[config.mk]
export PLATFORM = sky130hd
export DESIGN_NAME = xu_lie_detect
export DESIGN_NICKNAME = d
export VERILOG_FILES = /design/src/rtl/xu_lie_pkg.sv /design/src/rtl/xu_lie_window.sv /design/src/rtl/xu_lie_detect.sv
export SDC_FILE = /design/constraint.sdc
export NUM_CORES = 1
export LEC_CHECK = 0
export ABC_AREA = 1
export ABC_CLOCK_PERIOD_IN_PS = 4750
export BUFFER_PORTS_ARGS = -buffer_cell sky130_fd_sc_hd__buf_2
export CAP_MARGIN = 10
export CORE_ASPECT_RATIO = 0.8
export CORE_MARGIN = 8
export CORE_UTILIZATION = 40
export DETAILED_ROUTE_END_ITERATION = 16
export PLACE_DENSITY_LB_ADDON = 0.15
export SYNTH_ARGS = -nofsm -noshare
export SYNTH_HDL_FRONTEND = slang
export SYNTH_SLANG_ARGS = --single-unit
[constraint.sdc]
create_clock -name clk -period 4.75 [get_ports clk]
set_input_delay 0.2375 -clock clk [delete_from_list [all_inputs] [get_ports clk]]
set_output_delay 0.2375 -clock clk [all_outputs]
set_load 0.01 [all_outputs]
[src/rtl/xu_lie_pkg.sv]
// Shared constants and state encoding for the serial word-lock detector.
// Pure declarations; no logic.
// No flow control.
package xu_lie_pkg;
  localparam int WORD_W     = 10;
  localparam int CNT_W      = 4;
  localparam int LOCK_N_DEF = 3;
  localparam int MISS_N_DEF = 2;

  typedef enum logic [1:0] {
    ST_SEARCH = 2'd0,
    ST_VERIFY = 2'd1,
    ST_LOCKED = 2'd2
  } state_t;
endpackage

[src/rtl/xu_lie_window.sv]
// Serial-to-parallel window with saturating fill counter.
// win_nxt/full are combinational on the current bit; state updates on qualified bits.
// en low freezes everything.
module xu_lie_window
  import xu_lie_pkg::*;
(
  input  logic              clk,
  input  logic              reset,
  input  logic              en,
  input  logic              din,
  output logic [WORD_W-1:0] win_nxt,
  output logic              full
);
  logic [WORD_W-1:0] win;
  logic [CNT_W-1:0]  fill;

  assign win_nxt = {win[WORD_W-2:0], din};
  // Full once the current bit would be the WORD_W-th valid bit.
  assign full    = (fill >= CNT_W'(WORD_W - 1));

  always_ff @(posedge clk) begin
    if (!reset) begin
      win  <= '0;
      fill <= '0;
    end else if (en) begin
      win <= win_nxt;
      if (fill != CNT_W'(WORD_W))
        fill <= fill + 1'b1;
    end
  end
endmodule

[src/rtl/xu_lie_detect.sv]
// Word-alignment lock detector: search, verify LOCK_N aligned hits, track MISS_N misses.
// Outputs registered, one cycle after the deciding valid bit.
// en low holds state; match/lost pulses drop low.
module xu_lie_detect
  import xu_lie_pkg::*;
#(
  parameter int LOCK_N = LOCK_N_DEF,
  parameter int MISS_N = MISS_N_DEF
) (
  input  logic              clk,
  input  logic              reset,
  input  logic              din,
  input  logic              en,
  input  logic [WORD_W-1:0] pattern,
  output logic              match,
  output logic              locked,
  output logic              lost,
  output logic [7:0]        match_cnt
);
  state_t             state, state_nxt;
  logic [CNT_W-1:0]   phase, phase_nxt, phase_inc;
  logic [CNT_W-1:0]   hit_cnt, hit_nxt, miss_cnt, miss_nxt;
  logic               match_nxt, lost_nxt;
  logic [WORD_W-1:0]  win_nxt;
  logic               full, hit, at_cmp;

  xu_lie_window u_window (
    .clk     (clk),
    .reset   (reset),
    .en      (en),
    .din     (din),
    .win_nxt (win_nxt),
    .full    (full)
  );

  assign hit       = (win_nxt == pattern);
  assign at_cmp    = (phase == CNT_W'(WORD_W - 1));
  assign phase_inc = at_cmp ? '0 : phase + 1'b1;

  always_comb begin
    state_nxt = state;
    phase_nxt = phase;
    hit_nxt   = hit_cnt;
    miss_nxt  = miss_cnt;
    match_nxt = 1'b0;
    lost_nxt  = 1'b0;
    if (en) begin
      case (state)
        ST_SEARCH: begin
          if (full && hit) begin
            match_nxt = 1'b1;
            hit_nxt   = CNT_W'(1);
            phase_nxt = '0;
            state_nxt = ST_VERIFY;
          end
        end
        ST_VERIFY: begin
          phase_nxt = phase_inc;
          if (at_cmp) begin
            if (hit) begin
              match_nxt = 1'b1;
              hit_nxt   = hit_cnt + 1'b1;
              if (hit_cnt + 1'b1 == CNT_W'(LOCK_N)) begin
                state_nxt = ST_LOCKED;
                miss_nxt  = '0;
              end
            end else begin
              // Failed bit is consumed; search restarts on the next valid bit.
              state_nxt = ST_SEARCH;
              hit_nxt   = '0;
            end
          end
        end
        ST_LOCKED: begin
          phase_nxt = phase_inc;
          if (at_cmp) begin
            if (hit) begin
              match_nxt = 1'b1;
              miss_nxt  = '0;
            end else if (miss_cnt + 1'b1 == CNT_W'(MISS_N)) begin
              lost_nxt  = 1'b1;
              miss_nxt  = '0;
              hit_nxt   = '0;
              state_nxt = ST_SEARCH;
            end else begin
              miss_nxt = miss_cnt + 1'b1;
            end
          end
        end
        default: state_nxt = ST_SEARCH;
      endcase
    end
  end

  always_ff @(posedge clk) begin
    if (!reset) begin
      state     <= ST_SEARCH;
      phase     <= '0;
      hit_cnt   <= '0;
      miss_cnt  <= '0;
      match     <= 1'b0;
      lost      <= 1'b0;
      match_cnt <= '0;
    end else begin
      state    <= state_nxt;
      phase    <= phase_nxt;
      hit_cnt  <= hit_nxt;
      miss_cnt <= miss_nxt;
      match    <= match_nxt;
      lost     <= lost_nxt;
      if (match_nxt && match_cnt != 8'hFF)
        match_cnt <= match_cnt + 1'b1;
    end
  end

  assign locked = (state == ST_LOCKED);
endmodule

==> metrics, run 1 <==
outcome=completed; Setup TNS Final=0 ns; Synth Area per Inst=~6.5 µm²; sw frac=0.2484; Initial DRC Count=between 100 and 150; startpoint types=flop; largest net degree at the start of global routing=36; Seq/Total Area, Yosys=0.3267; die width=between 100 and 150 µm; Max Freq=roughly 540 MHz; Synth Area in XOR/XNOR=0.02704; Primary FF master, synth=dfxtp_1; CTS tree=yes; pre-CTS setup slack=just under 3 ns; Synth area leader=dfxtp_1; DRT Pass-1 Iters=4; area delta synth->final=11.98%; DR vias=just over 2000; post-DR vias/cell=roughly 4.6; Yosys top cell area share=0.3267; cell internal pwr=0.0004425 W; max cap viols=0; WP data required=around 5 ns; initial antenna violation count=0; worst hold-check path type=in2reg; worst r2r dst=match_cnt[3]$_SDFFE_PN0P_; wire per inst=10.51 µm; I/O pins=25; CP Capture Type=flop; gpl congestion=just over 0.8; Post-Synthesis Cells=347; Gate power share=0.101; GRT Total Usage=0.1243; final net count=about 400; dpl hpwl=between 3 and 4 mm; Net Sw Power=roughly 0.00015 W; starting density of the core=0.4148; Post-synth EDFFs=0; # DRC=0; Worst VDD drop=~0.00010 V; H-tree depth=2; DRT antenna net count=0; CTS sink cnt=37; share of the core filled with cells=0.4645; fill count=587; count of cell types in the netlist=29; hold path depth=3; Synth warnings=0; Power per Cell Area=231.9 nW/µm²; post-synthesis simple-gate area fraction=0.3587; clock share of power=0.352; HP Start=din; skew final=approximately 0.0027 ns; Port Buffers=24; drt total wl=between 4 and 5 mm; die area=8348 µm²; cells on worst reg2reg path=11; Max Buffers Root-to-Sink=2; Slew HR=0.5891; Hold Buf Count CTS=0; Hold Vio Cnt, Final=0; Final setup viols=0; vias in the first global route=between 1500 and 2000; antenna diode count=0; Placed Area=2459 µm²; grt ovf=0; Crit path arrival time=2.05 ns; RSZ-0062 raised after global routing=no; row count=24; Compound-Gate Fraction of Synth Area=0.1098; worst-margin pin slew=between 0.6 and 0.7 ns; overall power=0.0005888 W; final setup margin=2.883 ns; pins over their slew limit=0; Root Buffer Master=clkbuf_8; Hold EP=u_window.win[0]$_SDFFE_PN0P_; CTS clk-pin slew, worst paths=0.07 ns; fin crit period=1.867 ns; period utilization=0.3931; largest family of logic cells by synthesized area=simple AND/OR/NAND/NOR gates; ranking of synthesized cells by area=dfxtp_1 33%, nand2_1 13%, nor2_1 8.9%; Setup Crit Path Kind=reg2reg; portion of netlist area occupied by mux cells=0; maximum fanout along the worst path=6; Layout Cell Area excl Fill=~2500 µm²; share of cells above drive strength 1=0.1475; Pleak=~1.2 nW; CTS buffer count=5; die height=between 80 and 90 µm; Core Box Area=~5500 µm²; global-route wire length before repair=between 8 and 9 mm; FF+latch count, synth=37; synthesized area=2267 µm²; Clock Latency Late Sink=between 0.2 and 0.3 ns; post-CTS sizing=0; R2R Setup Slk=around 2.9 ns; fraction of registers with async set/reset=0; Seq pwr share=0.547; worst r2r src=state[0]$_SDFFE_PN0P_; # Post-CTS Setup Buffers=0; Mapped Nets=approximately 370; adder-cell share of the synthesized area=0.07174
-- cell type report --
type                       count  area [µm²]  share of cell area
clock buffer                   8       80.08             0.03154
inverter                      57       214.0             0.08428
multi-input combinational    247        1286              0.5067
sequential                    37       740.7              0.2918
tap                           78       97.59             0.03844
timing repair buffer          24       120.1             0.04731
-- Yosys cell counts (2+ instances only) --
master     n
a21oi_1   17
a31oi_1    2
clkbuf_1   5
dfxtp_1   37
ha_1      13
inv_1     47
inv_2     10
nand2_1   81
nand2_2    4
nand3_1   14
nand3_4    2
nand3b_1   2
nand4_1    7
nor2_1    54
nor2_2     5
nor3_1     6
o21ai_0   19
o21ai_1    6
xnor2_1    3
xor2_1     4
-- metrics by stage --
step                cells  hold slack (ns)
floorplan             347           0.3758
global placement      443           0.4745
detailed placement    443           0.4747
CTS                   451           0.2282
global route          451           0.2441
finish                451           0.2395
-- flip-flops by register name (all words and copies together), names as in the netlist --
name           count
u_window.win       9
match_cnt          8
hit_cnt            4
miss_cnt           4
phase              4
u_window.fill      4
state              2
lost               1
match              1
-- critical path, cell delays in order, from the launching register on --
cell	delay, ns
dfxtp_1	0.39
inv_1	0.08
ha_1	0.39
nand4_1	0.14
a21boi_2	0.23
nand3_4	0.13
inv_2	0.10
nand2_2	0.06
nor2_2	0.10
nand2_1	0.05
nand2_1	0.05
nor2_1	0.04
-- cell families after synthesis --
logic type      count (synthesis)
simple gates                  180
buf+inv                        63
compound gates                 47
flops                          37
fa+ha+maj                      13
xor+xnor                        7
-- cell usage in the layout, fill, tap and decap left out, drive strengths merged --
cell,n
nand2,85
o21ai,25
inv,57
nand3b,2
nor2,61
buf,24
dfxtp,37
o22ai,1
and2,1
a31oi,2
nand4,8
clkbuf,8
xnor2,3
xor2,4
a21oi,18
a21boi,1
nand3,16
ha,13
or3,1
nor3,6
-- how the worst max path moves through the flow --
stage,start,to,slack [ns],depth (start not counted)
2_1_floorplan,state[0]$_SDFFE_PN0P_,match_cnt[3]$_SDFFE_PN0P_,3.08,11
3_3_place_gp,en,match_cnt[3]$_SDFFE_PN0P_,2.91,11
3_5_place_dp,state[0]$_SDFFE_PN0P_,match_cnt[3]$_SDFFE_PN0P_,2.91,11
4_1_cts,state[0]$_SDFFE_PN0P_,match_cnt[3]$_SDFFE_PN0P_,2.88,11
5_1_grt,state[0]$_SDFFE_PN0P_,match_cnt[4]$_SDFFE_PN0P_,2.66,10
6_report,state[0]$_SDFFE_PN0P_,match_cnt[3]$_SDFFE_PN0P_,2.88,11
-- per-layer routing --
metal | vias up | global-route usage | part of all wire
li1 | 1139 | - | -
met1 | 907 | 0.1657 | 0.57
met2 | 17 | 0.1880 | 0.40
met3 | 4 | 0.02917 | 0.028
met4 | 0 | 0.04658 | 0.011
met5 | - | 0 | 0
-- power by group through the flow --
stage	registers, W	clock network, W	logic, W
6_report	0.000322	0.000207	0.0000594
5_1_grt	0.000323	0.000231	0.0000687
4_1_cts	0.000322	0.000218	0.0000600
3_5_place_dp	0.000329	0	0.0000594
3_3_place_gp	0.000329	0	0.0000586
2_1_floorplan	0.000328	0	0.0000441
(Power assumes the default switching activity.)
==> inputs of run 2 (changes only) <==
Settings changed: ABC_CLOCK_PERIOD_IN_PS 4750 to 1700.
Clock period 4.75 ns to 1.7 ns, I/O delays scaled along.
==> run 2 against run 1 <==
Against the previous run:
- sequential power increased to 2.8 times the previous value
- largest cell class unchanged
- sequential share of layout area down 3.0 points
- power grew to 2.9 times the previous value
- critical path depth down 2
==> metrics, run 2 (same netlist as run 1, synthesis figures left out) <==
worst-margin pin slew=approximately 0.62 ns; CTS tree=yes; I/O pins=25; Root Buffer Master=clkbuf_8; HP Start=din; Worst VDD drop=0.0004310 V; WP data required=roughly 1.9 ns; WL met2=about 2.4 mm; crit path buf inv count=0; pins over their slew limit=0; met3 WL post-DR=186 µm; Most flops, register=u_window.win; slowest cell on the critical path=dfxtp_1; Core Box Area=approximately 5500 µm²; CTS sink cnt=37; Layout Cell Area excl Fill=about 2900 µm²; H-tree depth=2; most frequent cells in the layout=67 x nand2_1, 51 x nor2_1, 42 x inv_1; grt ovf=0; DR vias=around 2200; area delta synth->final=28.53%; DRT Pass-1 Iters=4; worst r2r src=miss_cnt[2]$_SDFFE_PN0P_; row count=24; antenna diode count=0; hold_ws=0.08513 ns; outcome=completed; startpoint types=flop; CP Capture Type=flop; dpl hpwl=slightly below 4 mm; final net count=roughly 420; die area=8348 µm²; commonest non-fill, non-tap cell in the layout=nand2_1; # DRC=0; placed cells=~460; DRT antenna net count=0; die width=roughly 100 µm; Setup TNS Final=0 ns; Clock Latency Late Sink=0.28 ns; Placed Area=around 2600 µm²; fin crit period=1.660 ns; initial antenna violation count=0; period utilization=0.9767; post-DR vias/cell=between 4 and 5; Slew HR=0.5873; Hold Vio Cnt, Final=0; GRT Total Usage=0.1331; CTS buffer count=5; Power per Cell Area=between 500 and 600 nW/µm²; largest net degree at the start of global routing=36; Metal-1 WL=~2.8 mm; final cell count without fillers=about 470; die height=around 83 µm; Crit path arrival time=about 1.8 ns; Max Freq=between 600 and 700 MHz; gpl congestion=0.7816; CTS clk-pin slew, worst paths=about 0.07 ns; drt total wl=5.472 mm; Setup Crit Path Kind=reg2reg; Largest register FFs=9; worst path cell trace=nand3_1 -> xor2_1 -> nand2_2 -> a21oi_4 -> nand2_2 -> nor2_4 -> nand2_1 -> nand2_1 -> nor2_1; max incr delay on CP=roughly 0.41 ns; Max Used Layer=met4; starting density of the core=0.4148; global-route wire length before repair=between 9 and 10 mm; maximum fanout along the worst path=4; worst setup path startpoint=miss_cnt[2]$_SDFFE_PN0P_; critical path's top delay family=simple AND/OR/NAND/NOR gates; Pleak=roughly 1.3 nW; fill count=between 500 and 600; Initial DRC Count=153; Final setup viols=0; skew final=0.003861 ns; RSZ-0062 raised after global routing=yes; Port Buffers=24; share of cells above drive strength 1=0.3173; max cap viols=0; biggest regs=u_window.win x9, match_cnt x8; wire per inst=approximately 12 µm; worst hold-check path type=in2reg; vias in the first global route=slightly above 2000; Max Buffers Root-to-Sink=2
-- run 2: metal layers --
metal	global-route usage	vias to the layer above
met2	0.1995	18
met5	0	-
met1	0.1816	975
li1	-	1179
met3	0.03167	2
met4	0.04110	0
-- run 2: final timing paths --
kind | slack, ns | cells after the start | end
setup / recovery | 0.04 | 9 | state[0]$_SDFFE_PN0P_
hold reg to reg | 0.47 | 2 | u_window.win[8]$_SDFFE_PN0P_
setup reg to reg | 0.04 | 9 | state[0]$_SDFFE_PN0P_
hold / removal | 0.09 | 3 | u_window.win[0]$_SDFFE_PN0P_
-- run 2: area by class of cell --
| class | instances | area [µm²] | share of cell area |
|---|---|---|---|
| Clock buffer | 7 | 86.33 | 0.02963 |
| Multi-Input combinational cell | 247 | 1454 | 0.4989 |
| Sequential cell | 37 | 762.0 | 0.2615 |
| Tap cell | 78 | 97.59 | 0.03349 |
| Timing Repair Buffer | 46 | 297.8 | 0.1022 |
| Inverter | 57 | 216.5 | 0.07428 |
-- run 2: repair_timing --
| item | 4_1_cts | 5_1_grt |
|---|---|---|
| setup buffers | 2 | 4 |
| gates resized for setup | 9 | 54 |
| endpoints found under the setup margin | 15 | 22 |
| hold buffers | 0 | 0 |
| pin swaps | 3 | 15 |
-- run 2: metrics by stage --
stage	util	total power [W]	setup WS (ns)
after floorplan	-	0.001040	0.02662
after global placement	0.4718	0.001091	0.01118
final	0.5332	0.001701	0.03966
after global routing	0.5332	0.001808	-0.1029
after CTS	0.4968	0.001711	0.001233
after detailed placement	0.4718	0.001093	-0.1043
-- run 2: worst min-delay path: stages --
cell     delay [ns]
buf_2          0.11
inv_2          0.06
a21oi_1        0.06
-- run 2: power breakdown --
part	leakage [nW]	switching (W)	internal (W)
Sequential	0.306	0.0000155	0.000885
Combinational	0.994	0.000119	0.0000720
Clock	0.0443	0.000287	0.000322
